### src/rtl/alpha_pkg.sv
// Shared constants, state encoding and pass-count helper for the alpha-layer
// descent scheduler of the SCAN polar decoder.
package alpha_pkg;

    localparam int LOGN = 10;
    localparam int LW   = 5;
    localparam int CBW  = 4;
    localparam int CAW  = 5;

    typedef enum logic [2:0] {
        ST_IDLE,
        ST_RD,
        ST_WT,
        ST_WR,
        ST_FIN
    } state_t;

    // A layer-k read yields 2^(k-1) child LLRs, produced P at a time.
    function automatic int npass(input int k, input int p);
        int half;
        half = 1 << (k - 1);
        if (half > p) begin
            return half / p;
        end
        return 1;
    endfunction

endpackage

### src/rtl/alpha_sched_lat_timer.sv
// PE latency timer: counts out the wait cycles between a storage read and the
// matching write, flagging the last wait cycle.
module lat_timer
    import alpha_pkg::*;
#(
    parameter int PE_LAT = 1
) (
    input  logic clk,
    input  logic rst,
    input  logic load,
    output logic expire
);

    logic [1:0] cnt_q;
    logic [1:0] cnt_d;

    always_comb begin
        cnt_d = cnt_q;
        if (load) begin
            cnt_d = 2'(PE_LAT);
        end else if (cnt_q != 2'd0) begin
            cnt_d = cnt_q - 2'd1;
        end
    end

    always_ff @(posedge clk or negedge rst) begin
        if (!rst) begin
            cnt_q <= 2'd0;
        end else begin
            cnt_q <= cnt_d;
        end
    end

    assign expire = (cnt_q == 2'd1);

endmodule

### src/rtl/alpha_sched.sv
// Descent scheduler for the alpha (LLR) storage: walks from a start layer down
// to an end layer, issuing read / PE-wait / write cycles for each pass.
module alpha_sched
    import alpha_pkg::*;
#(
    parameter int N      = 1024,
    parameter int P      = 256,
    parameter int PE_LAT = 1
) (
    input  logic           clk,
    input  logic           rst,
    input  logic           start,
    input  logic [LW-1:0]  start_layer,
    input  logic [LW-1:0]  end_layer,
    input  logic           op_g,
    output logic           busy,
    output logic           done,
    output logic [LW-1:0]  layer_r,
    output logic [CBW-1:0] cntb,
    output logic           r_en,
    output logic [LW-1:0]  layer_w,
    output logic [CAW-1:0] cnta,
    output logic           w_en,
    output logic           pe_g
);

    localparam int MAX_LAYER = $clog2(N);

    state_t         state_q, state_d;
    logic [LW-1:0]  cur_q, cur_d;
    logic [CBW-1:0] pass_q, pass_d;
    logic [LW-1:0]  end_q, end_d;
    logic           op_g_q, op_g_d;
    logic           first_q, first_d;

    logic           busy_q, busy_d;
    logic           done_q, done_d;
    logic [LW-1:0]  layer_r_q, layer_r_d;
    logic [CBW-1:0] cntb_q, cntb_d;
    logic           r_en_q, r_en_d;
    logic [LW-1:0]  layer_w_q, layer_w_d;
    logic [CAW-1:0] cnta_q, cnta_d;
    logic           w_en_q, w_en_d;
    logic           pe_g_q, pe_g_d;

    logic start_ok;
    logic last_pass;
    logic more_layers;
    logic lat_expire;
    logic lat_load;

    assign lat_load = (state_q == ST_RD);

    lat_timer #(
        .PE_LAT (PE_LAT)
    ) u_lat_timer (
        .clk    (clk),
        .rst    (rst),
        .load   (lat_load),
        .expire (lat_expire)
    );

    assign start_ok = (int'(start_layer) >= 2) && (int'(start_layer) <= MAX_LAYER)
                   && (int'(end_layer) >= 1) && (end_layer < start_layer);

    assign last_pass   = int'(pass_q) >= (npass(int'(cur_q), P) - 1);
    assign more_layers = (cur_q - LW'(1)) > end_q;

    always_comb begin
        state_d = state_q;
        cur_d   = cur_q;
        pass_d  = pass_q;
        end_d   = end_q;
        op_g_d  = op_g_q;
        first_d = first_q;

        case (state_q)
            ST_IDLE: begin
                if (start && start_ok) begin
                    cur_d   = start_layer;
                    pass_d  = '0;
                    end_d   = end_layer;
                    op_g_d  = op_g;
                    first_d = 1'b1;
                    state_d = ST_RD;
                end
            end
            ST_RD: begin
                state_d = (PE_LAT > 0) ? ST_WT : ST_WR;
            end
            ST_WT: begin
                if (lat_expire) begin
                    state_d = ST_WR;
                end
            end
            ST_WR: begin
                if (!last_pass) begin
                    pass_d  = pass_q + CBW'(1);
                    state_d = ST_RD;
                end else if (more_layers) begin
                    cur_d   = cur_q - LW'(1);
                    pass_d  = '0;
                    first_d = 1'b0;
                    state_d = ST_RD;
                end else begin
                    state_d = ST_FIN;
                end
            end
            ST_FIN: begin
                state_d = ST_IDLE;
            end
            default: begin
                state_d = ST_IDLE;
            end
        endcase
    end

    // Outputs are decoded from the next state so they are registered alongside it.
    always_comb begin
        busy_d    = (state_d == ST_RD) || (state_d == ST_WT) || (state_d == ST_WR);
        done_d    = (state_d == ST_FIN);
        r_en_d    = (state_d == ST_RD);
        layer_r_d = r_en_d ? cur_d : '0;
        cntb_d    = r_en_d ? pass_d : '0;
        w_en_d    = (state_d == ST_WR);
        layer_w_d = w_en_d ? (cur_d - LW'(1)) : '0;
        cnta_d    = w_en_d ? CAW'(pass_d) : '0;
        pe_g_d    = busy_d && first_d && op_g_d;
    end

    always_ff @(posedge clk or negedge rst) begin
        if (!rst) begin
            state_q   <= ST_IDLE;
            cur_q     <= '0;
            pass_q    <= '0;
            end_q     <= '0;
            op_g_q    <= 1'b0;
            first_q   <= 1'b0;
            busy_q    <= 1'b0;
            done_q    <= 1'b0;
            layer_r_q <= '0;
            cntb_q    <= '0;
            r_en_q    <= 1'b0;
            layer_w_q <= '0;
            cnta_q    <= '0;
            w_en_q    <= 1'b0;
            pe_g_q    <= 1'b0;
        end else begin
            state_q   <= state_d;
            cur_q     <= cur_d;
            pass_q    <= pass_d;
            end_q     <= end_d;
            op_g_q    <= op_g_d;
            first_q   <= first_d;
            busy_q    <= busy_d;
            done_q    <= done_d;
            layer_r_q <= layer_r_d;
            cntb_q    <= cntb_d;
            r_en_q    <= r_en_d;
            layer_w_q <= layer_w_d;
            cnta_q    <= cnta_d;
            w_en_q    <= w_en_d;
            pe_g_q    <= pe_g_d;
        end
    end

    assign busy    = busy_q;
    assign done    = done_q;
    assign layer_r = layer_r_q;
    assign cntb    = cntb_q;
    assign r_en    = r_en_q;
    assign layer_w = layer_w_q;
    assign cnta    = cnta_q;
    assign w_en    = w_en_q;
    assign pe_g    = pe_g_q;

endmodule
### config.mk
export PLATFORM = sky130hd
export DESIGN_NAME = alpha_sched
export DESIGN_NICKNAME = d
export VERILOG_FILES = /design/src/rtl/alpha_pkg.sv /design/src/rtl/alpha_sched_lat_timer.sv /design/src/rtl/alpha_sched.sv
export SDC_FILE = /design/constraint.sdc
export NUM_CORES = 1
export LEC_CHECK = 0
export CORE_ASPECT_RATIO = 1.75
export CORE_MARGIN = 2
export CORE_UTILIZATION = 44
export CTS_CLUSTER_DIAMETER = 120
export DETAILED_ROUTE_END_ITERATION = 7
export PLACE_DENSITY = 0.76
export SETUP_SLACK_MARGIN = 0.4
export SLEW_MARGIN = 10
export SYNTH_ARGS = -nofsm -noshare
export SYNTH_HDL_FRONTEND = slang
export SYNTH_HIERARCHICAL = 1
export SYNTH_SLANG_ARGS = --single-unit
### constraint.sdc
create_clock -name clk -period 6.8 [get_ports clk]
set_input_delay 1.02 -clock clk [delete_from_list [all_inputs] [get_ports clk]]
set_output_delay 1.02 -clock clk [all_outputs]
set_load 0.1 [all_outputs]
==> results_dict.tcl <==
set metrics [dict create \
    ioPinCount 38 \
    synth_warnings 6 \
    worst_pin_slew_ps 987 \
    fp.coreArea_mm2 0.00723 \
    synth_enable_flop_cells 0 \
    hold_slack_ps 474 \
    status "complete, no violations" \
    max-slew-margin-rel 0.340 \
    cp_num_buf_inv 2 \
    drtIter0Drc 147 \
    min_period_ps 5960 \
    cp_slowest_cell "dfrtp_1" \
    grt_pass1_vias 3105 \
    wl_met1_um 3290 \
    yosysUniqueCellTypes 73 \
    grt_pass1_wl_um 15300 \
    dr.pass1.iters 4 \
    finalSetupTns_ps 0 \
    globalplace.congestion 1.01 \
    clk_pin_slew_ps 60 \
    syn2layout_area_growth_pct 21.8 \
    vias 3083 \
    finalCritPeriodShare 0.877 \
    htreeDepth 2 \
    worstSetupPathType "flip-flop to flip-flop" \
    antenna_found_initial 0 \
    cts_root_buffer "clkbuf_16" \
    wirelength_um 9580 \
    utilization 0.553 \
    crit_fanout 20 \
    core.rowCount 41 \
    cts_buffers 5 \
    p_int_uw 459 \
    cp.required_ps 6970 \
    ys_seq_area_frac 0.335 \
    startpoint_type "flip-flop" \
    grtUsageTotal 0.235 \
    hp-class "flip-flop to flip-flop" \
    p_clk_frac 0.487 \
    finalMaxSlewViolations 0 \
    cp-end-kind "flip-flop" \
    postSynthAreaPerCell_um2 8.69 \
    start_util 0.454 \
    peakVddDrop_v 0.000236 \
    hold_viol_final 0 \
    met3_length_um 229 \
    worst_skew_pair.late_latency_ps 290 \
    power_density_mw_per_mm2 144 \
    fmax_mhz 168 \
    die_x_um 69.3 \
    dp_slack_ps 206 \
    synth_seq_cells 44 \
    drive_gt1_frac 0.150 \
    overflow 0 \
    max_stage_delay_ps 740 \
    worstPathArrival_ps 6130 \
    p_sw_frac 0.205 \
    drc 0 \
    setup_viol 0 \
    syn_inst 378 \
    grt_max_degree 45 \
    antenna_cells 0 \
    maxCapViolations 0 \
    netSwitchingPower_uw 118 \
    fin_ws_ps 836 \
    highest_layer "met4" \
    cts_sinks 44 \
    rsz0062_at_grt "no" \
    post-dp-hpwl_um 7300 \
    cts_buffer_depth 2 \
    dieArea_mm2 0.00820 \
    cp_top_family "compound AO/OA/AOI/OAI gates" \
    fillers 660 \
    regToRegSetupSlack_ps 840 \
    cts_tree "done" \
    wl_met2_um 5220 \
    synth_area_mm2 0.00328 \
    vias_per_cell 6.09 \
    worstPathCellList "or3b_2 -> mux2i_1 -> a32oi_1 -> o21a_1 -> o211ai_1 -> nor2_1 -> nor2_1 -> ha_2 -> ha_1 -> o21ai_0 -> a21oi_1 -> o22ai_1 -> or4_4 -> a2111oi_4 -> nand4_2 -> o31ai_4 -> buf_6 -> nor3_1 -> a311oi_2 -> inv_1 -> ha_1 -> nor3b_2 -> mux2i_1" \
    fin_nets 454 \
    drt.antenna.violating_nets 0 \
    drt-wirelength-per-cell_um 18.9 \
    die_h_um 118 \
    combinationalPowerShare 0.060 \
    seqPwrFrac 0.453 \
    power_leakage_nw 1.78 \
    synth-main-ff-cell "dfrtp_1" \
    io_buffer_count 36 \
    async_flop_share 1.00 \
    skew_ps 2.77 \
]
## kinds of logic (layout without fill, tap and decap cells)
group,after synthesis,in the layout,share of synthesized area
simple gates,153,153,0.263
compound gates,94,94,0.211
buf+inv,51,92,0.0709
flops,44,44,0.335
fa+ha+maj,21,21,0.0800
xor+xnor,10,10,0.0267
mux,4,4,0.0122
other cells,1,2,0.00114
## area by class of cell
type	count	area [µm²]	share of cell area
clock buffer	6	139	0.0347
clock inverter	2	38.8	0.00970
inverter	29	109	0.0272
multi-input combinational	284	2000	0.500
sequential	44	1100	0.276
tap	86	108	0.0269
timing repair buffer	55	502	0.125
## worst reg2reg max path: cells and delay by family, from the launching register on
kind,cells,cell delay [ps]
AOI/OAI and AO/OA,9,1790
and+or+nand+nor,7,1660
muxes,2,560
adders and majority gates,3,820
buffers and inverters,2,270
DFF,1,740
## path summary, 6_finish.rpt
| path | from | endpoint | cells past startpoint |
|---|---|---|---|
| max in group asynchronous | rst | cur_q[2] | 1 |
| worst max-delay path | cur_q[4] | layer_w[4] | 23 |
| min in group asynchronous | rst | op_g_q | 1 |
| worst min-delay path | op_g_q | op_g_q | 2 |
| worst max register to register | cur_q[4] | layer_w[4] | 23 |
| worst min register to register | op_g_q | op_g_q | 2 |
## synthesized netlist by cell type, drive strengths merged, types with 2 or more instances
cell	n	share of area
a21oi	18	0.027
and3	7	0.016
or3b	3	0.0080
nor3b	4	0.011
nand4	4	0.0095
nor4	8	0.015
mux2i	4	0.012
nand3	11	0.017
a211oi	4	0.0091
nor3	8	0.016
and2	7	0.014
nor2	26	0.030
a311oi	4	0.013
xnor2	8	0.021
or3	3	0.0057
o211ai	5	0.011
a2111oi	2	0.011
nand2	38	0.046
inv	28	0.032
o21ai	22	0.035
o211a	2	0.0061
nor2b	12	0.023
xor2	2	0.0053
o32ai	2	0.0053
o31ai	5	0.016
or4	3	0.0091
nand2b	8	0.015
o22ai	3	0.0057
a21o	3	0.0069
or2	3	0.0057
and3b	2	0.0053
clkbuf	13	0.015
o21a	5	0.011
ha	21	0.080
a32oi	2	0.0053
dfrtp	44	0.34
o221ai	3	0.0080
nor4b	3	0.0099
buf	9	0.023
## metal layers
layer / vias up / global-route usage
met2: 105 / 0.437
li1: 1437 / -
met3: 55 / 0.0230
met5: - / 0
met1: 1486 / 0.224
met4: 0 / 0.200
## metrics by stage
stage / area (µm²) / std cells / total power, mW
finish: 4000 / 506 / 0.578
global route: 4000 / 506 / 0.594
CTS: 3900 / 498 / 0.580
detailed placement: 3710 / 490 / 0.301
global placement: 3710 / 490 / 0.300
floorplan: 3290 / 379 / 0.283
## sequential cells by signal, summed over array words and instances (netlist names)
name	count
cur_q	5
end_q	5
layer_r	5
layer_w	5
cnta	4
cntb	4
pass_q	4
state_q	3
u_lat_timer/cnt_q	2
busy	1
done	1
first_q	1
op_g_q	1
pe_g	1
r_en	1
w_en	1
## power by group through the flow
stage / logic (mW) / clock network, mW / registers [mW]
final: 0.0345 / 0.281 / 0.262
after detailed placement: 0.0339 / 0 / 0.267
after floorplan: 0.0159 / 0 / 0.267
after global routing: 0.0385 / 0.294 / 0.262
after global placement: 0.0332 / 0 / 0.267
after CTS: 0.0341 / 0.284 / 0.262
## repair_timing
| action | CTS | global route |
|---|---|---|
| pin swaps | 0 | 3 |
| endpoints found under the hold margin | 0 | 0 |
| hold buffers | 0 | 0 |
| buffers inserted | 0 | 8 |
| resized for setup | 2 | 10 |
| endpoints found under the setup margin | 3 | 19 |
## placed cells by master (no fill, tap or decap), types with 5 or more instances in the layout
| master | count |
|---|---|
| nand2b_1 | 8 |
| nand3_1 | 11 |
| clkbuf_16 | 5 |
| dfrtp_1 | 43 |
| nor2_1 | 26 |
| buf_4 | 18 |
| xnor2_1 | 7 |
| clkdlybuf4s50_1 | 35 |
| nor4_1 | 8 |
| o211ai_1 | 5 |
| nor2b_1 | 12 |
| o21ai_0 | 21 |
| nand2_1 | 37 |
| a21oi_1 | 18 |
| o21a_1 | 5 |
| ha_1 | 19 |
| nor3_1 | 7 |
| and2_1 | 5 |
| inv_1 | 27 |
Note: power is estimated with default switching activity, not from simulation.
